[config.mk]
export PLATFORM = sky130hd
export DESIGN_NAME = sync_debounce
export DESIGN_NICKNAME = d
export VERILOG_FILES = /design/src/rtl/sync_debounce_pkg.sv /design/src/rtl/sync_debounce_chan.sv /design/src/rtl/sync_debounce_sync.sv /design/src/rtl/sync_debounce.sv
export SDC_FILE = /design/constraint.sdc
export NUM_CORES = 1
export LEC_CHECK = 0
export CAP_MARGIN = 40
export CORE_AREA = 2 2 39 41
export CTS_CLUSTER_DIAMETER = 40
export DETAILED_ROUTE_END_ITERATION = 6
export DIE_AREA = 0 0 41 43
export PLACE_DENSITY = 0.33
export SLEW_MARGIN = 20
export SYNTH_ARGS = -nofsm -noshare
export SYNTH_HDL_FRONTEND = slang
export SYNTH_HIERARCHICAL = 1
export SYNTH_SLANG_ARGS = --single-unit
[constraint.sdc]
create_clock -name clk -period 1.21 [get_ports clk]
set_input_delay 0.242 -clock clk [delete_from_list [all_inputs] [get_ports clk]]
set_output_delay 0.242 -clock clk [all_outputs]
set_load 0.05 [all_outputs]
[src/rtl/sync_debounce_pkg.sv]
// Shared helpers for the sync_debounce slice: counter sizing for the stability filter.
package sync_debounce_pkg;

  // Bits needed to count 0..filter, never less than one.
  function automatic int unsigned cnt_width(input int unsigned filter);
    return (filter == 0) ? 1 : $clog2(filter + 1);
  endfunction

endpackage

[src/rtl/sync_debounce_chan.sv]
// One channel: synchroniser, stability filter and registered dout/rise/fall.
module sync_debounce_chan
  import sync_debounce_pkg::*;
#(
  parameter int unsigned STAGES    = 2,
  parameter int unsigned FILTER    = 0,
  parameter logic        RESET_VAL = 1'b0
) (
  input  logic clk,
  input  logic reset,
  input  logic din,
  output logic dout,
  output logic rise,
  output logic fall
);

  localparam int unsigned     CW      = cnt_width(FILTER);
  localparam logic [CW-1:0]   CNT_MAX = CW'(FILTER);

  logic          s;
  logic [CW-1:0] cnt;
  logic          accept;

  sync_debounce_sync #(
    .STAGES    (STAGES),
    .RESET_VAL (RESET_VAL)
  ) u_sync (
    .clk   (clk),
    .reset (reset),
    .din   (din),
    .s     (s)
  );

  // s must have differed from dout for FILTER+1 consecutive cycles.
  always_comb begin
    accept = (s != dout) && (cnt == CNT_MAX);
  end

  always_ff @(posedge clk) begin
    if (reset) begin
      cnt  <= '0;
      dout <= RESET_VAL;
      rise <= 1'b0;
      fall <= 1'b0;
    end else begin
      rise <= accept & s;
      fall <= accept & ~s;
      if ((s == dout) || accept) begin
        cnt <= '0;
      end else begin
        cnt <= cnt + 1'b1;
      end
      if (accept) begin
        dout <= s;
      end
    end
  end

endmodule

[src/rtl/sync_debounce_sync.sv]
// Per-bit synchroniser chain, isolated in its own hierarchy so CDC constraints can target it.
module sync_debounce_sync #(
  parameter int unsigned STAGES    = 2,
  parameter logic        RESET_VAL = 1'b0
) (
  input  logic clk,
  input  logic reset,
  input  logic din,
  output logic s
);

  (* ASYNC_REG = "TRUE" *) logic [STAGES-1:0] chain;

  always_ff @(posedge clk) begin
    if (reset) begin
      chain <= {STAGES{RESET_VAL}};
    end else begin
      chain <= {chain[STAGES-2:0], din};
    end
  end

  assign s = chain[STAGES-1];

endmodule

[src/rtl/sync_debounce.sv]
// Multi-channel synchroniser with stability filter and edge strobes; wiring only.
module sync_debounce #(
  parameter int unsigned      WIDTH     = 1,
  parameter int unsigned      STAGES    = 2,
  parameter int unsigned      FILTER    = 0,
  parameter logic [WIDTH-1:0] RESET_VAL = '0
) (
  input  logic             clk,
  input  logic             reset,
  input  logic [WIDTH-1:0] din,
  output logic [WIDTH-1:0] dout,
  output logic [WIDTH-1:0] rise,
  output logic [WIDTH-1:0] fall
);

  for (genvar i = 0; i < WIDTH; i++) begin : g_chan
    sync_debounce_chan #(
      .STAGES    (STAGES),
      .FILTER    (FILTER),
      .RESET_VAL (RESET_VAL[i])
    ) u_chan (
      .clk   (clk),
      .reset (reset),
      .din   (din[i]),
      .dout  (dout[i]),
      .rise  (rise[i]),
      .fall  (fall[i])
    );
  end

endmodule

==> impl.org, run 1 <==
** Die
- Die height :: between 40 and 50 µm
- Horiz. Die Dim :: 41 µm
- The region available for standard cell placement spans between 1000 and 1500 µm².
- Initial standard-cell utilization of the core :: between 10% and 20%
- Ports :: 6
- FP Rows :: 14
- The floorplan step defined a die boundary enclosing about 1800 µm².

** Global routing
- The via count of the first global-routing pass was 105.
- Entering global routing, the biggest net connects 6 pins.
- For this run the aggregate overflow at the end of global routing stands at 0.
- The number of antenna violations at the first check in global routing was 0.
- Global routing used under 10% of the available tracks across all layers.
- The first global-routing pass estimated between 400 and 500 µm of wire.

** Logic synthesis
- Synth area leaders :: dfxtp_1 (72%), nor4b_1 (10%), nor2b_1 (7.5%), mux2i_1 (6.0%), conb_1 (2.2%)
- Post-synthesis compound-gate area fraction :: 0%
- Top cell type's share of synthesized area :: 71.6%
- Largest family of logic cells by synthesized area :: simple AND/OR/NAND/NOR gates
- Cell type with the highest aggregate area in the netlist :: dfxtp_1
- Post-synthesis async set-or-reset flop share :: 0%
- For this run, the register share of the synthesized area comes to 71.6%.
- The synthesized netlist devotes a little over 20% of its cell area to simple gates.
- In this run the cell area of the synthesized design comes to 168 µm².
- The synthesized design contains 0 enable-type register cells.
- Number of instances in the synthesized netlist :: 13
- XOR/XNOR share of the synthesized area :: 0%
- Flip-flop and latch count after synthesis :: 6
- Yosys printed 6 warnings.
- Proportion of synthesized area in mux cells :: 5.97%
- The number of nets handed over by synthesis was 16.
- Library cell with the highest instance count after synthesis :: dfxtp_1
- Post-Synth Adder-Cell Area :: 0%
- Dominant synthesized flop cell :: dfxtp_1
- Dividing the synthesized area by the synthesized cell count gives 12.9 µm².
- Synth cell types :: 6
- Top cell types by occurrence after synthesis :: dfxtp_1 (6), nor2b_1 (2), nor4b_1 (2)

** Route
- Count of antenna-violating nets left after detailed routing :: 0
- In this run, the number of DRC markers left after iteration 0 of detailed routing was 4.
- Routed len/inst :: 6.78 µm
- Drt first pass iters :: 2
- In the routed layout, each cell is associated on average with a via count of 3.24.
- Final routed wirelength across all metal layers :: 251 µm
- For this block, the via count after detailed routing is 120.
- DRC viols :: 0

** Clock tree
- Maximum clock path buffer count :: 2
- The root buffer cell chosen for the clock tree is clkbuf_4.
- Clock buffers created by TritonCTS :: 3
- Clock-pin slew on the worst setup and hold paths :: roughly 0.050 ns
- Clk_lat worst skew :: 0.24 ns
- PostCTS Resize Cnt :: 0
- TritonCTS clock tree :: done
- Total of hold buffers inserted after clock tree synthesis :: 0
- Sink count of the clock tree :: 6
- Number of levels in the clock H-tree :: 1
- Post-CTS Setup Repair Bufs :: 0

** Finish
- Summing all multi-input logic gate instances after layout gives 47.5 µm².
- Count of fill cells added during filler insertion :: roughly 150
- Of the cells placed in the final design, the portion with a size suffix greater than 1 is 28.6%.
- Post-Layout Cell Count :: 37
- Relative to the synthesized area, the layout overhead comes to 73.1%.
- Number of inserted diodes :: 0
- Reg area :: 120 µm²
- At the end of the flow, the number of nets in the layout was 26.

** Critical path
- Arrival time worst endpoint :: 0.81 ns
- Family with the most delay on the worst path :: flip-flops
- Critical-path cell with the highest stage delay :: dfxtp_1
- The largest single stage delay on the critical path is 0.41 ns.
- Classification of the worst setup path :: flip-flop to output port
- Counting both buffers and inverters, the worst setup path holds a total of 1.
- At the worst endpoint, the required time is roughly 0.97 ns.
- Reg2reg setup slack :: 0.46 ns
- Walking the worst path, the cells encountered are buf_12.
- R2r endpoint :: g_chan[0].u_chan/fall
- Element type at the critical path start :: flip-flop
- Largest fanout on the critical path :: 4
- Tracing the worst setup path back leads to its startpoint at g_chan[0].u_chan/dout.
- Worst setup path end :: dout
- Count of cells along the worst register-to-register path :: 1
- In this run the number of cells on the critical path is 1.
- Critical Path Sink Type :: output port
- Startpoint of the worst-slack reg-to-reg timing path :: g_chan[0].u_chan/dout

** Power
- Internal :: 332 µW
- Static Leak :: 0.112 nW
- Sequential cells burn roughly half of the power.
- Clk network pwr share :: 43.2%
- Power spread over the standard cell area amounts to 1430 nW/µm².
- Sw Ratio :: 19.7%
- Worst vdd rail ir drop :: 0.000444 V
- Switching Power :: between 80 and 90 µW
- Combinational logic burns 6.1% of the power.

** Flow run
- Across the run, the number of max-cap violations was 0.

** STA
- Dividing the final minimum period by the clock period gives between 80% and 90%.
- RSZ-0062 raised after global routing :: false
- Setup violations remaining at the end of the flow were counted as 0.
- After layout, the minimum clock period comes to 1.05 ns.
- The number of max-slew violations in the final report is 0.
- Adding up every negative setup slack in the final design gives 0 ns.
- Timing would allow up to 954 MHz.
- Endpoints failing hold :: 0
- Max Clock Skew :: ~0.0035 ns

** Placement
- Including well taps, the total number of placed cells is 34.
- During placement, the flow inserted port buffers numbering 5.
- Final RePlAce weighted congestion :: 0.542

** Hold path
- In this run the worst hold path is classified as flip-flop to flip-flop.

** Status
- The flow ran to the end, and the final reports show no timing, DRC or antenna violations.
## power by group through the flow
stage,combinational [mW],clock [mW],sequential (mW)
3_5_place_dp,0.0256,0,0.213
2_1_floorplan,0.00481,0,0.217
6_report,0.0253,0.179,0.210
4_1_cts,0.0256,0.194,0.210
5_1_grt,0.0269,0.213,0.210
3_3_place_gp,0.0253,0,0.213
## how the worst min path moves through the flow
stage	startpoint	endpoint	slack, ns	cells after the start
after global routing	g_chan[0].u_chan/u_sync/chain[0]	g_chan[0].u_chan/u_sync/chain[1]	0.44	1
after detailed placement	g_chan[0].u_chan/u_sync/chain[0]	g_chan[0].u_chan/u_sync/chain[1]	0.43	1
after global placement	g_chan[0].u_chan/u_sync/chain[0]	g_chan[0].u_chan/u_sync/chain[1]	0.42	1
final	g_chan[0].u_chan/u_sync/chain[0]	g_chan[0].u_chan/u_sync/chain[1]	0.43	1
after floorplan	reset	g_chan[0].u_chan/u_sync/chain[0]	0.31	1
after CTS	g_chan[0].u_chan/u_sync/chain[0]	g_chan[0].u_chan/u_sync/chain[1]	0.44	1
## through the flow
step | setup slack (ns) | cell area (µm²) | power [mW] | hold slack (ns) | utilization, %
after floorplan | 0.235 | 168 | 0.222 | 0.314 | -
after global placement | 0.110 | 268 | 0.238 | 0.420 | 19.3
after detailed placement | 0.107 | 268 | 0.239 | 0.427 | 19.3
after CTS | 0.145 | 290 | 0.429 | 0.439 | 21.0
after global routing | 0.105 | 290 | 0.449 | 0.443 | 21.0
final | 0.161 | 290 | 0.414 | 0.435 | 21.0
## cells by family after synthesis
group	after synthesis
flops	6
simple gates	5
mux	1
other cells	1
## routing by layer
metal,share of wire [%],routed length (µm),vias to the layer above,GRT usage [%]
met3,12,29,0,3.14
li1,-,-,58,-
met4,0,0,0,8.00
met5,0,0,-,0
met2,47,119,6,4.69
met1,41,102,56,3.90
## layout make-up
class                           instances  share of cell area [%]
Clock buffer                            3                    7.76
Multi-Input combinational cell          7                    16.4
Sequential cell                         6                    41.4
Tap cell                               16                    6.90
Timing Repair Buffer                    5                    27.6
## state kept, by name, summed over array words and instances (netlist names)
signal                      count
g_chan.u_chan/cnt               1
g_chan.u_chan/fall              1
g_chan.u_chan/rise              1
g_chan.u_chan/u_sync/chain      2
g_chan.u_chan/dout              1
## cells in the final DEF (no fill, tap or decap)
cell	synthesis	final
buf_12	0	3
clkbuf_4	0	3
clkdlybuf4s50_1	0	2
conb_1	1	1
dfxtp_1	6	6
mux2i_1	1	1
nor2_1	1	1
nor2b_1	2	2
nor4b_1	2	2
Power figures use the tool's default switching activity.
==> inputs of run 2 (changes only) <==
RECOVER_POWER = 50   (was unset)
==> run 2 against run 1 <==
Against the previous run: fmax did not move; die area unchanged; combinational power shrank 2%; flip-flop and latch count did not move; worst setup slack stayed put; power shrank 0.16%; critical path depth is the same; cell area unchanged; largest cell class unchanged.
==> impl.org, run 2 (synthesized netlist as in run 1, its figures left out) <==
** Finish
- Number of inserted diodes :: 0
- The top cell types in the final layout, fill and taps aside, are dfxtp_1 (6), clkbuf_4 (3), buf_12 (3).
- Layout area overhead :: 73.1%
- The register with the most flip-flops in the layout has 2 of them.
- Register bank with the most flops :: g_chan.u_chan/u_sync/chain
- Layout cells sized above 1 :: 28.6%
- At the end of the flow, the number of nets in the layout was 26.
- The finished layout holds 37 standard cells, fillers aside.
- Most common library cell in the layout ignoring fill and taps :: dfxtp_1

** Status
- The run finished with clean final reports.

** Route
- Routed len/inst :: 6.78 µm
- DR vias :: between 100 and 150
- Iteration-0 DRC Markers :: 4
- DRC viols :: 0
- Count of antenna-violating nets left after detailed routing :: 0
- The routed design uses 29 µm of met3 wire.
- Drt first pass iters :: 2
- Detailed-routed wire length on met2 :: 119 µm
- The detailed router put a total of 102 µm of wire on met1.
- Wires add up to 251 µm.
- Top layer reached by signal wires :: met3
- Vias per Instance :: about 3.2

** Power
- In this run, the combinational gates consume 6.0% of the power.
- For this design the ratio of total power to cell area is 1420 nW/µm².
- Of the total power, the share spent switching nets is between 10% and 20%.
- Worst vdd rail ir drop :: 0.000441 V
- Switching Power :: 81.7 µW
- Static Leak :: 0.112 nW
- Clk network pwr share :: 43.2%
- Internal power comes to 331 µW.
- Reg power frac :: 50.8%

** Die
- The die is 43 µm tall.
- 6 I/O pins were placed.
- Total core area :: 1380 µm²
- FP Rows :: 14
- Horiz. Die Dim :: 41 µm
- For this configuration, the core starts out at a cell density of 12.1%.
- The die covers roughly 1800 µm².

** Critical path
- The worst register-to-register path ends at g_chan[0].u_chan/fall.
- Critical-path cell with the highest stage delay :: dfxtp_1
- Broken down by cell family, the worst path's largest delay share belongs to flip-flops.
- Max incr delay on CP :: 0.41 ns
- Critical path buffer and inverter count :: 1
- Cells along the critical path :: buf_12
- Count of cells along the worst register-to-register path :: 1
- Required time reported for the critical path endpoint :: 0.97 ns
- Arrival time worst endpoint :: just over 0.8 ns
- STA classifies the critical path endpoint as an output port.
- Reg2reg setup slack :: 0.46 ns
- Largest fanout on the critical path :: 4
- Startpoint of the worst-slack reg-to-reg timing path :: g_chan[0].u_chan/dout
- The critical path in this run is classified as flip-flop to output port.
- Element type at the critical path start :: flip-flop

** Global routing
- Global Route Usage Sum :: 4.53%
- Overflow left after global routing :: 0
- Antenna violations before repair :: 0
- Global-route wire length before repair :: 434 µm
- Entering global routing, the biggest net connects 6 pins.
- Via count of the first global-routing pass :: 105

** STA
- Setup repair after global routing left no endpoint under its margin.
- Endpoints failing hold :: 0
- Derived from the worst setup path, the maximum achievable clock frequency is 954 MHz.
- The final critical path takes up 86.7% of the cycle.
- The number of max-slew violations in the final report was 0.
- Hold is met by 0.435 ns.
- After routing, the total negative slack on setup checks comes to 0 ns.
- Max Clock Skew :: ~0.0035 ns
- Total of endpoints with negative setup slack in the final report :: 0
- For the finished layout, the period the worst path requires is 1.05 ns.

** Hold path
- Counting instances, the worst hold path has a depth of 1.
- The min-delay analysis places its worst path in the category flip-flop to flip-flop.
- Launch instance of the worst min-delay path :: g_chan[0].u_chan/u_sync/chain[0]
- Destination of the worst hold path :: g_chan[0].u_chan/u_sync/chain[1]

** Placement
- The congestion estimate from routability-driven global placement came to 0.542.
- Number of I/O port buffers :: 5
- Cells after DPL :: 34

** Flow run
- Max-cap violations in this run came to 0.

** Clock tree
- In this run, post-CTS hold repair placed 0 buffers.
- Clock tree synthesis selected as its root buffer the cell clkbuf_4.
- At the later pin of the worst-skew pair, clock insertion delay measures between 0.2 and 0.25 ns.
- The clock passes through at most 2 buffers.
- The clock drives 6 sinks.
- CTS built an H-tree with a depth of 1.
- TritonCTS clock tree :: done
- Clock-pin slew was measured on the worst setup and hold paths at 0.05 ns.
- The number of gates resized after CTS was 0.
- Post-CTS timing repair inserted 0 buffers for setup.
- Counting the buffers created by CTS gives 3.
-- run 2: cell types whose count changed in the layout (fill, tap and decap cells not counted), sizes merged --
| cell | change |
|---|---|
| clkdlybuf4s50 | -1 |
| dlygate4sd3 | +1 |
-- run 2: area by class of cell --
cell class	count	area (µm²)
fill	149	1090
sequential	6	120
clock buffer	3	22.5
multi-input combinational	7	47.5
tap	16	20.0
timing repair buffer	5	80.1
-- run 2: through the flow --
stage                     setup WS (ns)  instance area, µm²  utilization, %  power (mW)
after global placement            0.110                 268            19.3       0.238
after detailed placement          0.107                 268            19.3       0.239
after CTS                         0.145                 290            21.0       0.429
after global routing              0.105                 290            21.0       0.449
final                             0.161                 290            21.0       0.413
after floorplan                   0.235                 168               -       0.222
-- run 2: worst max path at each step --
stage,to,cells after the start,slack [ns],from
4_1_cts,dout,1,0.14,g_chan[0].u_chan/dout
3_3_place_gp,g_chan[0].u_chan/fall,2,0.11,reset
5_1_grt,dout,1,0.11,g_chan[0].u_chan/dout
2_1_floorplan,g_chan[0].u_chan/fall,1,0.24,g_chan[0].u_chan/dout
3_5_place_dp,g_chan[0].u_chan/fall,2,0.11,reset
6_report,dout,1,0.16,g_chan[0].u_chan/dout
-- run 2: power by group through the flow --
stage / registers (mW) / logic [mW] / clock network [mW]
floorplan: 0.217 / 0.00481 / 0
global placement: 0.213 / 0.0253 / 0
detailed placement: 0.213 / 0.0256 / 0
CTS: 0.210 / 0.0256 / 0.194
global route: 0.210 / 0.0263 / 0.213
finish: 0.210 / 0.0247 / 0.179
-- run 2: per-layer routing --
layer,GRT usage [%],vias up
li1,-,58
met1,3.90,56
met2,4.69,6
met3,3.14,0
met4,8.00,0
met5,0,-
==> inputs of run 3 (changes only) <==
CORE_AREA = 4 4 41 43   (was 2 2 39 41)
DIE_AREA = 0 0 45 47   (was 0 0 41 43)
==> run 3 against run 2 <==
Against the previous run: non-clock buffer count is the same; final cell count down 2.7%; register-to-register slack is essentially flat; fmax fell by 0.23%; utilization grew 1.2 points; power about the same; die area increased by 20%; critical path depth did not move; worst hold slack lost 0.0012 ns; cell area fell by 0.43%; via count decreased by 1.7%; worst setup slack got worse by 0.0024 ns; critical path type unchanged.
==> impl.org, run 3 (synthesized netlist as in run 1, its figures left out) <==
** Status
- The flow ran to the end, and the final reports show no timing, DRC or antenna violations.

** Die
- Once the floorplan was initialized, standard cells occupied 12.9% of the core.
- The die is 45 µm wide.
- Die height :: 47 µm
- Ports :: 6
- Overall die area :: roughly 2100 µm²
- The floorplan has 13 rows.
- Total core area :: 1300 µm²

** Critical path
- The largest individual stage delay along the critical path comes from the cell dfxtp_1.
- Max incr delay on CP :: about 0.41 ns
- In this run the number of cells on the critical path is 1.
- Worst setup path start :: g_chan[0].u_chan/dout
- For the worst setup path, the data arrival time is between 0.8 and 0.9 ns.
- Count of cells along the worst register-to-register path :: 1
- Setup slack on the worst reg-to-reg path comes out at 0.45 ns.
- The worst setup path is captured at an output port.
- Together, buffers and inverters on the worst path number 1.
- Required time reported for the critical path endpoint :: just under 1 ns
- Along the worst path, the maximum fanout reaches 4.
- The signal on the critical path passes through buf_12.
- The critical path ends at dout.
- Classification of the worst setup path :: flip-flop to output port
- In this design, the largest share of critical-path delay is due to flip-flops.
- R2r endpoint :: g_chan[0].u_chan/fall
- STA classifies the critical path startpoint as a flip-flop.
- Startpoint of the worst-slack reg-to-reg timing path :: g_chan[0].u_chan/dout

** Clock tree
- In this run the number of H-tree levels came out at 1.
- PostCTS Resize Cnt :: 0
- TritonCTS clock tree :: done
- After clock tree synthesis, the clock-pin slew on the worst setup and hold paths is 0.04 ns.
- Buffers added to address setup during post-CTS repair amount to 0.
- No sink is reached through more buffers than the 2 on the longest clock path.
- The tree is rooted in a clkbuf_4.
- Sink count of the clock tree :: 6
- Clock buffers created by TritonCTS :: 3
- At the later pin of the worst-skew pair, clock insertion delay measures 0.24 ns.
- Total of hold buffers inserted after clock tree synthesis :: 0

** STA
- For the final database, setup skew stands at roughly 0.00043 ns.
- Max Clk Rate :: approximately 950 MHz
- Setup TNS after final layout :: 0 ns
- Endpoints failing hold :: 0
- Period utilization :: 86.9%
- Final slew viol count :: 0
- Total of endpoints with negative setup slack in the final report :: 0
- RSZ-0062 raised after global routing :: false
- Final critical path time including I/O delays and setup :: 1.05 ns
- Hold slack :: 0.434 ns

** Global routing
- Global-route wire length before repair :: 386 µm
- Layer with the highest usage :: met3
- Global Route Usage Sum :: 3.08%
- For this run, global-route usage on met1 was measured as under 10%.
- Entering global routing, the biggest net connects 6 pins.
- Antenna violations before repair :: 0
- M2 GR Usage :: approximately 4.2%
- Via count of the first global-routing pass :: 113
- For met3 alone, demand over resource in global routing was 4.60%.
- Summed over all layers, the global routing overflow is 0.

** Finish
- The layout has 152 filler cells.
- Summing all non-filler instances in the final layout gives an area of 289 µm².
- Final layout net count :: 26
- Register bank with the most flops :: g_chan.u_chan/u_sync/chain
- Layout area overhead :: 72.4%
- Layout cells sized above 1 :: between 20 and 30%
- Largest register FFs :: 2
- The library cells used most frequently in the layout, excluding fill and tap cells, are dfxtp_1 (6), clkbuf_4 (3), buf_12 (3).
- 0 antenna diodes ended up in the layout.
- Leaving out fill and tap cells, the most frequent cell in the layout is dfxtp_1.

** Placement
- Final RePlAce weighted congestion :: roughly 0.53
- Number of I/O port buffers :: 5
- Area of placed instances :: 267 µm²

** Route
- Once detail routing completed, the nets flagged for antenna violations numbered 0.
- For this run, the detailed router's first-pass iteration total came to 1.
- Vias per Instance :: between 3 and 4
- After detailed routing, the total wire length is 266 µm.
- DR vias :: about 120
- Routed len/inst :: 7.39 µm
- For this block, the initial DRC count from the detailed router was 0.
- DRC viols :: 0

** Power
- Power spread over the standard cell area amounts to approximately 1400 nW/µm².
- Static Leak :: 0.112 nW
- Worst vdd rail ir drop :: 0.000593 V
- Final Total Pwr :: 413 µW

** Hold path
- Hold Path Depth :: 1
- In this run the most critical hold path is launched from g_chan[0].u_chan/u_sync/chain[0].
- The worst hold path belongs to the class flip-flop to flip-flop.

** Flow run
- Number of max-cap violations :: 0
## run 3: cell counts in the layout (fill, tap and decap cells not counted)
Identical to the previous run, type by type.
## run 3: area by class of cell
| type | instances | area, µm² | share of cell area (%) |
|---|---|---|---|
| flip-flops and latches | 6 | 120 | 41.6 |
| repair buffers | 5 | 80.1 | 27.7 |
| multi-input cells | 7 | 47.5 | 16.5 |
| clock buffers | 3 | 22.5 | 7.79 |
| well taps | 15 | 18.8 | 6.49 |
## run 3: stage by stage
stage / utilization, % / setup slack (ns) / std cells
floorplan: - / 0.235 / 13
global placement: 20.5 / 0.0903 / 33
detailed placement: 20.5 / 0.0976 / 33
finish: 22.2 / 0.159 / 36
CTS: 22.2 / 0.149 / 36
global route: 22.2 / 0.133 / 36
## run 3: metal layers
metal	vias up	part of all wire, %
li1	60	-
met1	52	48
met2	6	36
met3	0	16
met4	0	0
met5	-	0
## run 3: power breakdown
| part | switching (mW) | internal (mW) | total (mW) |
|---|---|---|---|
| Combinational | 0.0105 | 0.0146 | 0.0251 |
| Sequential | 0.00462 | 0.205 | 0.210 |
| Clock | 0.0663 | 0.112 | 0.178 |
## run 3: worst min-delay path by stage
stage / end
final: g_chan[0].u_chan/u_sync/chain[1]
after global routing: g_chan[0].u_chan/u_sync/chain[1]
after CTS: g_chan[0].u_chan/u_sync/chain[1]
after detailed placement: g_chan[0].u_chan/u_sync/chain[1]
after global placement: g_chan[0].u_chan/u_sync/chain[1]
after floorplan: g_chan[0].u_chan/u_sync/chain[0]
